--- config.mk ---
export PLATFORM = sky130hd
export DESIGN_NAME = stream_demux16b2
export DESIGN_NICKNAME = d
export VERILOG_FILES = /design/src/rtl/stream_demux16b2.sv
export SDC_FILE = /design/constraint.sdc
export NUM_CORES = 1
export LEC_CHECK = 0
export ABC_AREA = 1
export CAP_MARGIN = 30
export CORE_MARGIN = 5
export CORE_UTILIZATION = 42
export DETAILED_ROUTE_END_ITERATION = 16
export PLACE_DENSITY = 0.9
export SLEW_MARGIN = 20
export SYNTH_ARGS = -nofsm -noshare
export SYNTH_HDL_FRONTEND = slang
export SYNTH_SLANG_ARGS = --single-unit
--- constraint.sdc ---
create_clock -name clk -period 1.4 [get_ports clk]
set_clock_uncertainty 0.1 [all_clocks]
set_input_delay 0.35 -clock clk [delete_from_list [all_inputs] [get_ports clk]]
set_output_delay 0.35 -clock clk [all_outputs]
set_load 0.005 [all_outputs]
--- src/rtl/stream_demux16b2.sv ---
// rtl/stream_demux16b2.sv - one-to-two stream demultiplexer with a single output register per port
// Optional delivered-word counters are compiled in by defining STREAM_DEMUX16B2_CNT_EN.
module stream_demux16b2 #(
    parameter int WIDTH = 16
) (
    input  logic             clk,
    input  logic             rst_n,
    input  logic [WIDTH-1:0] in_data,
    input  logic             in_sel,
    input  logic             in_valid,
    output logic             in_ready,
    output logic [WIDTH-1:0] a_data,
    output logic             a_valid,
    input  logic             a_ready,
    output logic [WIDTH-1:0] b_data,
    output logic             b_valid,
    input  logic             b_ready,
    output logic [7:0]       a_cnt,
    output logic [7:0]       b_cnt
);

    logic a_full;
    logic b_full;
    logic a_go;
    logic b_go;
    logic a_take;
    logic b_take;

    assign a_go = a_full && a_ready;
    assign b_go = b_full && b_ready;

    // Only the selected register gates the input; the other one never stalls it.
    assign in_ready = in_sel ? (!b_full || b_ready) : (!a_full || a_ready);

    assign a_take = in_valid && in_ready && !in_sel;
    assign b_take = in_valid && in_ready && in_sel;

    assign a_valid = a_full;
    assign b_valid = b_full;

    always_ff @(posedge clk or negedge rst_n) begin
        if (!rst_n) begin
            a_full <= 1'b0;
            a_data <= '0;
        end else if (a_take) begin
            a_full <= 1'b1;
            a_data <= in_data;
        end else if (a_go) begin
            a_full <= 1'b0;
            a_data <= '0;
        end
    end

    always_ff @(posedge clk or negedge rst_n) begin
        if (!rst_n) begin
            b_full <= 1'b0;
            b_data <= '0;
        end else if (b_take) begin
            b_full <= 1'b1;
            b_data <= in_data;
        end else if (b_go) begin
            b_full <= 1'b0;
            b_data <= '0;
        end
    end

`ifdef STREAM_DEMUX16B2_CNT_EN
    // Counters wrap naturally at 8 bits.
    always_ff @(posedge clk or negedge rst_n) begin
        if (!rst_n) begin
            a_cnt <= 8'd0;
            b_cnt <= 8'd0;
        end else begin
            if (a_go) a_cnt <= a_cnt + 8'd1;
            if (b_go) b_cnt <= b_cnt + 8'd1;
        end
    end
`else
    assign a_cnt = 8'd0;
    assign b_cnt = 8'd0;
`endif

endmodule

# Word-level counts from Yosys, hierarchy flattened
# Cells that the tools add are included.
[totals] reg_bits=34 in_bits=22 out_inout_bits=51 wordCells=25
[classes] n_mux=9 n_reduce_logical=12
[op_table] op="$mux 16" n=4
[op_table] op="$logic_and 1x1->1" n=5
[op_table] op="$mux 1" n=5
[op_table] op="$reduce_bool 2->1" n=2
[op_table] op="$logic_not 1->1" n=3
[op_table] op="$logic_or 1x1->1" n=2

# Depth between registers and ports, before layout
[depth] word_depth=6 depth_mapped=6 depth_no_buf=5

# Worst setup path after synthesis
# Ideal clock, no wire load.
[synth_timing] path_kind="register -> output" start="reg b_full (netlist: b_valid)" end="out in_ready" t_arrival_ns=0.848 required_time_ns=0.950 path_slack_ns=0.102 stages_incl_launch_ff=5 cell_sequence="dfrtp_1 > nand2_4 > buf_2 > nand2_1 > nand2_1"
[synth_via] elab_chain_len=3
[synth_rtl] item="start, declared" line="23" source="logic b_full;"
[synth_rtl] item="start signal, assigned" line="56" source="b_full <= 1'b0;"
[synth_rtl] item="start signal, assigned" line="59" source="b_full <= 1'b1;"
[synth_rtl] item="start signal, assigned" line="62" source="b_full <= 1'b0;"
[synth_rtl] item="$logic_not 1->1" line="33" source="assign in_ready = in_sel ? (!b_full || b_ready) : (!a_full || a_ready);"
[synth_rtl] item="$logic_or 1x1->1" line="33"
[synth_rtl] item="$mux 1" line="33"
[synth_rtl] item="end, declared" line="11" source="output logic in_ready,"
# No other way between the ends.

# Worst setup path in the final report
# Ends and elaborated chain as after synthesis.

==> results.py <==
metrics = {
    "run_status": {
        "status": "finished, violations left",
        "violations": "negative setup slack",
    },
    "power_and_ir_drop": {
        "power_leakage_nw": 1.375,
        "peakVddDrop_v": 0.0004967,
        "switching_share": 0.2797,
        "total_power_mw": 2.606,
        "p_seq_frac": 0.454,
        "p_sw_mw": 0.7290,
        "clock_power_share": 0.250,
        "combPwrFrac": 0.296,
        "p_int_mw": 1.877,
        "powerDensity_nw_per_um2": 1011,
    },
    "global_route": {
        "grt_pass1_wl_mm": 7.224,
        "grt_max_degree": 35,
        "grt_pass1_vias": 1491,
        "grt_overflow": 0,
        "antenna_found_initial": 0,
        "grtUsageTotal": 0.1720,
    },
    "clock_tree": {
        "cts.sinks": 34,
        "cts-buffers-inserted": 5,
        "clk_path_buf_depth": 2,
        "cts-root-buf": "clkbuf_8",
        "path_clk_slew_ns": 0.06,
        "clock_latency_ns": 0.27,
        "cts_tree": "yes",
        "htree_levels": 2,
    },
    "cells_and_area": {
        "antenna_cells": 0,
        "stdcell_count": 312,
        "nNetsFinal": 284,
        "fin_area_sq_um": 2579,
        "layout_common_cells": "nand2_1, dfrtp_1, nand4_1",
        "final_util": 0.6493,
        "area_delta_synth_final_pct": 51.10,
        "drive_gt1_frac": 0.2405,
        "final_common_cell": "nand2_1",
    },
    "logic_synthesis": {
        "synth_top_area_share": 0.4985,
        "synth_top_area_cell": "dfrtp_1",
        "synth.distinct_cells": 14,
        "syn_avg_cell_area_sq_um": 9.808,
        "ys_ff_latch": 34,
        "seq_area_frac_synth": 0.4985,
        "syn_area_sq_um": 1707,
        "yosysWarnings": 0,
        "synthTopCellsByArea": "dfrtp_1, nand4_1, nand2_1",
        "synthCells": 174,
    },
    "worst_setup_path": {
        "critPathArrivalTime_ns": 1.06,
        "rr_worst_depth": 6,
        "rrSetupSlack_ns": 0.05,
        "required_ns": 0.95,
        "timing.rr.end": "b_data[8]$_DFFE_PN0P_",
        "r2r-start": "b_valid$_DFFE_PN0P_",
        "path_class": "register to output pin",
        "start_kind": "register",
        "crit_path_end_kind": "output pin",
        "crit_fanout": 2,
    },
    "sta": {
        "hold_viol": 0,
        "period_needed_ns": 1.509,
        "rsz0062_at_grt": "yes",
        "max_clock_freq_mhz": 662.6,
        "fin_ws_ns": -0.1093,
        "fin_crit_sh": 1.078,
        "setup_tns_ns": -0.2757,
        "slew_viol_final": 0,
        "setup_viol": 3,
    },
    "floorplan": {
        "pin_count": 73,
        "die_area_sq_um": 5438,
        "start_util": 0.4297,
        "core_area_sq_um": 3971,
        "fp-row-count": 23,
        "dieWidth_um": 73.75,
        "dieHeight_um": 73.75,
    },
    "placement": {
        "placed_cells": 280,
        "port-buffer-count": 56,
        "place_area_sq_um": 2317,
        "place_congestion": 0.8134,
        "dp_hpwl_mm": 3.258,
    },
    "worst_hold_path": {
        "hp-class": "primary input to asynchronous set/reset pin",
    },
    "routing": {
        "first_iter_violations": 97,
        "ant_nets": 0,
        "routed_wl_mm": 4.751,
        "drc": 0,
        "vias": 1591,
        "wl_per_cell_um": 15.23,
        "post_drt_via_cell_ratio": 5.099,
        "drt-pass1-iter-count": 4,
    },
    "job": {
        "max-cap-violations": 0,
    },
}
state kept, by name, summed over array words and instances (netlist names):
signal	count
a_valid	1
b_valid	1
b_data	16
a_data	16
cell type report:
type,instances,area (sq um)
clock buffers,7,76.32
well taps,50,62.56
flip-flops and latches,34,850.8
inverters,3,18.77
repair buffers,93,863.3
fillers,320,1393
multi-input cells,125,706.9
power groups by stage:
stage / sequential [mW] / combinational [mW] / clock [mW]
floorplan: 1.22 / 0.282 / 0
global placement: 1.21 / 0.685 / 0
detailed placement: 1.22 / 0.703 / 0
CTS: 1.18 / 0.716 / 0.670
global route: 1.20 / 0.847 / 0.695
finish: 1.18 / 0.771 / 0.652
worst max-delay path, cell delays in order, from the launching register on:
cell	delay, ns
dfrtp_1	0.39
buf_6	0.12
nand2_4	0.06
nand2_2	0.05
nand2_1	0.05
buf_2	0.12
how the worst max path moves through the flow:
stage                        start  cells after the start  slack (ns)  endpoint
2_1_floorplan  b_valid$_DFFE_PN0P_                      4        0.10  in_ready
3_3_place_gp                in_sel                      5       -0.69  in_ready
3_5_place_dp                in_sel                      5       -0.70  in_ready
4_1_cts        b_valid$_DFFE_PN0P_                      5       -0.12  in_ready
5_1_grt        a_valid$_DFFE_PN0P_                      5       -0.15  in_ready
6_report       b_valid$_DFFE_PN0P_                      5       -0.11  in_ready
stage by stage:
stage	hold WS, ns	worst slack [ns]
floorplan	-0.04559	0.1016
global placement	0.3797	-0.6858
detailed placement	0.3887	-0.6965
CTS	0.3419	-0.1213
global route	0.3582	-0.1485
finish	0.3329	-0.1093
kinds of logic after synthesis:
family                 Yosys count  synth area share
DFF                             34            0.4985
and+or+nand+nor                107            0.3570
other                            1          0.002197
buffers and inverters           32            0.1422
cell usage after synthesis:
cell     instances
inv_8            1
nand3_1         23
nand3_2          9
buf_4           18
nand2_1         39
buf_12           1
buf_6            3
conb_1           1
inv_1            2
buf_2            7
nand2_4          2
nand4_1         32
dfrtp_1         34
nand3_4          2
routing by layer:
metal  wire (um)  global-route usage
met1        1767              0.2085
met2        2592              0.3012
met3         323             0.03420
met4          68             0.06036
met5           0                   0
repair_timing:
item	CTS	global route
gates resized for setup	53	13
gates cloned	1	1
pin swaps	1	4
buffers inserted	17	6
setup endpoints to repair	68	40
hold buffers	0	0
Power figures use the tool's default switching activity.
